**config.mk**
```make
export PLATFORM = sky130hd
export DESIGN_NAME = nibble_seq_detector
export DESIGN_NICKNAME = d
export VERILOG_FILES = /design/src/rtl/nibble_seq_pkg.sv /design/src/rtl/sat_counter.sv /design/src/rtl/nibble_seq_detector.sv
export SDC_FILE = /design/constraint.sdc
export NUM_CORES = 1
export LEC_CHECK = 0
export CAP_MARGIN = 20
export CORE_MARGIN = 3
export CORE_UTILIZATION = 29
export DETAILED_ROUTE_END_ITERATION = 7
export SLEW_MARGIN = 20
export SYNTH_ARGS = -nofsm -noshare
export SYNTH_HDL_FRONTEND = slang
export SYNTH_HIERARCHICAL = 1
export SYNTH_SLANG_ARGS = --single-unit
```
**constraint.sdc**
```tcl
create_clock -name clk -period 2.1 [get_ports clk]
set_input_delay 0.21 -clock clk [delete_from_list [all_inputs] [get_ports clk]]
set_output_delay 0.21 -clock clk [all_outputs]
set_load 0.01 [all_outputs]
```
**src/rtl/nibble_seq_pkg.sv**
```systemverilog
// Shared encodings and default pattern constants for the nibble sequence detector.
package nibble_seq_pkg;

  localparam int unsigned NIB_W     = 4;
  localparam int unsigned STATE_W   = 2;
  localparam int unsigned CNT_W_DEF = 8;

  // 2'd3 is never entered; the FSM decodes it like IDLE.
  typedef enum logic [STATE_W-1:0] {
    IDLE = 2'd0,
    GOT0 = 2'd1,
    GOT1 = 2'd2
  } state_t;

  localparam logic [NIB_W-1:0] PAT0_DEF = 4'hA;
  localparam logic [NIB_W-1:0] PAT1_DEF = 4'hC;
  localparam logic [NIB_W-1:0] PAT2_DEF = 4'hF;

endpackage

```
**src/rtl/sat_counter.sv**
```systemverilog
// Saturating up-counter with a synchronous clear that wins over increment.
module sat_counter #(
  parameter int unsigned CNT_W = 8
) (
  input  logic             clk,
  input  logic             rst_n,
  input  logic             inc,
  input  logic             clr,
  output logic [CNT_W-1:0] cnt
);

  localparam logic [CNT_W-1:0] CNT_MAX = '1;

  always_ff @(posedge clk) begin
    if (!rst_n) begin
      cnt <= '0;
    end else if (clr) begin
      cnt <= '0;
    end else if (inc && (cnt != CNT_MAX)) begin
      cnt <= cnt + CNT_W'(1);
    end
  end

endmodule

```
**src/rtl/nibble_seq_detector.sv**
```systemverilog
// Detects the qualified nibble sequence P0,P1,P2 and pulses a registered match,
// counting matches in a saturating counter.
module nibble_seq_detector
  import nibble_seq_pkg::*;
#(
  parameter int unsigned  W     = NIB_W,
  parameter logic [W-1:0] P0    = W'(PAT0_DEF),
  parameter logic [W-1:0] P1    = W'(PAT1_DEF),
  parameter logic [W-1:0] P2    = W'(PAT2_DEF),
  parameter int unsigned  CNT_W = CNT_W_DEF
) (
  input  logic               clk,
  input  logic               rst_n,
  input  logic               en,
  input  logic [W-1:0]       d,
  input  logic               clr_cnt,
  output logic               match,
  output logic [STATE_W-1:0] state_o,
  output logic [CNT_W-1:0]   match_cnt
);

  state_t state_q;
  state_t state_d;
  logic   match_d;

  // State and match registers.
  always_ff @(posedge clk) begin
    if (!rst_n) begin
      state_q <= IDLE;
      match   <= 1'b0;
    end else begin
      state_q <= state_d;
      match   <= match_d;
    end
  end

  // Fixed fallback: any miss restarts at GOT0 if the nibble is P0, else IDLE.
  always_comb begin
    state_d = state_q;
    match_d = 1'b0;
    if (en) begin
      case (state_q)
        GOT0: begin
          if (d == P1) begin
            state_d = GOT1;
          end else if (d == P0) begin
            state_d = GOT0;
          end else begin
            state_d = IDLE;
          end
        end
        GOT1: begin
          if (d == P2) begin
            match_d = 1'b1;
            state_d = (P2 == P0) ? GOT0 : IDLE;
          end else if (d == P0) begin
            state_d = GOT0;
          end else begin
            state_d = IDLE;
          end
        end
        default: begin
          state_d = (d == P0) ? GOT0 : IDLE;
        end
      endcase
    end
  end

  assign state_o = state_q;

  sat_counter #(
    .CNT_W(CNT_W)
  ) u_match_cnt (
    .clk  (clk),
    .rst_n(rst_n),
    .inc  (match_d),
    .clr  (clr_cnt),
    .cnt  (match_cnt)
  );

endmodule

```
==> flow_summary.toml <==
[outcome]
status = "finished, final reports clean"

[clocking]
ctsHtreeMaxLevel = 1
cts_buffer_depth = 2
ctsResizeCount = 0
clock_latency_ns = 0.26
post-cts-setup-buffers = 0
cts_tree = "done"
cts_num_sinks = 11
clk_pin_slew_ns = 0.07
numCtsBuffers = 3
cts_root_buf = "clkbuf_4"
ctsHoldBuffers = 0

[worst_setup_path]
r2r_setup_slack_ns = 0.44
startpoint_type = "flop"
arrival_ns = 1.85
startpoint = "state_o[0]"
worstSetupEndpoint = "u_match_cnt/cnt[5]"
worstPathMaxFanout = 7
critPathKind = "flop to flop"
reg2reg_to = "u_match_cnt/cnt[5]"
crit_required_ns = 2.30
crit-reg2reg-launch = "state_o[0]"
crit_path_end_kind = "flop"
rr_worst_depth = 7

[placed_design]
port_buffers = 18
place_area_sq_um = 802.0
dp_hpwl_microns = 975.2
place.gp.congestion = 0.7190

[final_layout]
drive_gt1_share_pct = 7.955
area_growth_pct = 40.25
final-seq-area_sq_um = 220.2
design_area_sq_um = 828.3
multi_input_area_sq_um = 359.1
num-fill-cells = 175
fin_util_pct = 45.50
finalNetCount = 100
diodes = 0

[synthesis]
synthAdderAreaFrac_pct = 6.356
synth_warnings = 6
synth_top_family_by_area = "simple AND/OR/NAND/NOR gates"
synthSimpleGateAreaFrac_pct = 33.26
syn_avg_cell_area_sq_um = 8.948
synth_xor_area_share_pct = 0
synth_compound_area_share_pct = 16.10
ys_seq_elements = 11
ys_seq_area_share_pct = 37.29
synthMuxAreaShare_pct = 5.085
syn_inst = 66
yosysUniqueCellTypes = 27
syn-cell-area_sq_um = 590.6
syn_nets = 77

[power_and_ir_drop]
worst_ir_drop_vdd_v = 0.0002168
p_seq_share_pct = 55.0
power.leakage_uw = 0.0002845
power.internal_uw = 297.6
netSwitchingPower_uw = 82.32
switching_share_pct = 21.67
power_frac_comb_pct = 7.0
p_clk_share_pct = 38.0
powerDensity_nw_per_um2 = 458.7

[global_route]
use_met3_pct = 3.499
use_met2_pct = 16.09
grt_pass1_vias = 500
grt_util_met1_pct = 16.76
busiest_layer = "met1"
grt_pass1_wl_microns = 2304
track_usage_pct = 11.80
grt_start_max_net_pins = 10
antenna_found_initial = 0
grt-ovfl-total = 0

[route]
drtAntennaViolNets = 0
viasPerCell = 4.788
first_pass_iters = 4
drc_errors = 0
drt-wirelength-per-cell_microns = 11.71
drt-initial-drc-count = 13
wirelength_microns = 1323
vias = 541

[floorplan]
io_pins = 19
fp.coreArea_sq_um = 1821
initial_core_util_pct = 32.44
die_area_sq_um = 2614
die_w_microns = 51.13
die_height_microns = 51.13
floorplan.rows = 15

[timing]
setup-violations-final = 0
tightestPinTransition_ns = 0.5067
slew_headroom_pct = 66.15
clock-skew-final_ns = 0.002026
post-route-period-util_pct = 78.89
fmax_ghz = 0.6036
min_period_ns = 1.657
finalHoldViolations = 0
slew_viol_final = 0
setup-tns-final_ns = 0
hold_ws_ns = 0.5149
rsz0062_at_grt = "no"

[hold_path]
hp-class = "flop to flop"

[job]
max_cap_violations = 0
-- per-stage QoR --
stage / worst slack, ns / cells / total power, uW
finish: 0.4433 / 113 / 379.9
global route: 0.2891 / 113 / 408.0
CTS: 0.4325 / 113 / 390.2
detailed placement: 0.2706 / 109 / 240.0
global placement: 0.3134 / 109 / 239.9
floorplan: 0.5972 / 66 / 221.1
-- synthesized netlist by cell type, drive strengths merged --
cell | count | area [sq um]
nand2b | 4 | 25.02
o32ai | 1 | 8.760
nor2b | 4 | 27.53
and4 | 5 | 46.29
dfxtp | 11 | 220.2
o21ai | 2 | 10.01
nand2 | 7 | 26.28
a21boi | 1 | 11.26
clkinv | 1 | 3.750
and3 | 1 | 6.260
nand4b | 1 | 8.760
o22ai | 1 | 6.260
a21oi | 5 | 25.02
mux2i | 3 | 30.03
nand4 | 2 | 12.51
nor2 | 1 | 3.750
or4 | 1 | 7.510
inv | 2 | 7.510
ha | 3 | 37.54
a31oi | 2 | 12.51
nand3 | 1 | 5.000
nor3 | 3 | 15.01
a211oi | 1 | 12.51
a311oi | 1 | 8.760
and2 | 2 | 12.51
-- placed cells by master, fill, tap and decap left out, types with 4 or more instances in the layout --
cell	n
clkdlybuf4s50_1	18
dfxtp_1	11
nand2_1	7
and4_1	4
nand2b_1	4
a21oi_1	5
-- how the worst min path moves through the flow --
stage	from	end	slack [ns]	cells after the start
after floorplan	en	state_o[0]	0.30	1
after global placement	u_match_cnt/cnt[1]	u_match_cnt/cnt[1]	0.50	2
after detailed placement	u_match_cnt/cnt[1]	u_match_cnt/cnt[1]	0.50	2
after CTS	u_match_cnt/cnt[1]	u_match_cnt/cnt[1]	0.52	2
after global routing	u_match_cnt/cnt[5]	u_match_cnt/cnt[5]	0.56	2
final	u_match_cnt/cnt[1]	u_match_cnt/cnt[1]	0.51	2
-- layout make-up --
| cell class | count | share of cell area (%) |
|---|---|---|
| Inverter | 3 | 1.360 |
| Clock buffer | 4 | 3.172 |
| Tap cell | 25 | 3.776 |
| Sequential cell | 11 | 26.59 |
| Timing Repair Buffer | 18 | 21.75 |
| Multi-Input combinational cell | 52 | 43.35 |
-- per-layer routing --
layer  part of all wire (%)  vias up
met4                      0        0
met1                     51      242
li1                       -      292
met2                     45        7
met3                    3.9        0
met5                      0        -
-- sequential cells by signal, indices dropped and copies added, names as in the netlist --
register	flops
match	1
u_match_cnt/cnt	8
state_o	2
-- cell families after synthesis --
kind of cell               after synthesis
buffers and inverters                    3
muxes                                    3
DFF                                     11
AOI/OAI and AO/OA                       14
and+or+nand+nor                         32
adders and majority gates                3
-- power by group through the flow --
| stage | Clock, uW | Combinational, uW | Sequential (uW) |
|---|---|---|---|
| 4_1_cts | 155 | 26.7 | 209 |
| 5_1_grt | 170 | 28.9 | 209 |
| 3_5_place_dp | 0 | 26.2 | 214 |
| 2_1_floorplan | 0 | 7.17 | 214 |
| 6_report | 145 | 26.4 | 209 |
| 3_3_place_gp | 0 | 26.0 | 214 |
-- critical path: stages, from the launching register on --
cell and delay [ns]:
dfxtp_1 0.34, inv_1 0.06, ha_1 0.15, nand4_1 0.09
nor2_1 0.29, nand4_1 0.19, a211oi_2 0.25, mux2i_1 0.20
No activity file was read; power rests on OpenSTA's default activity.
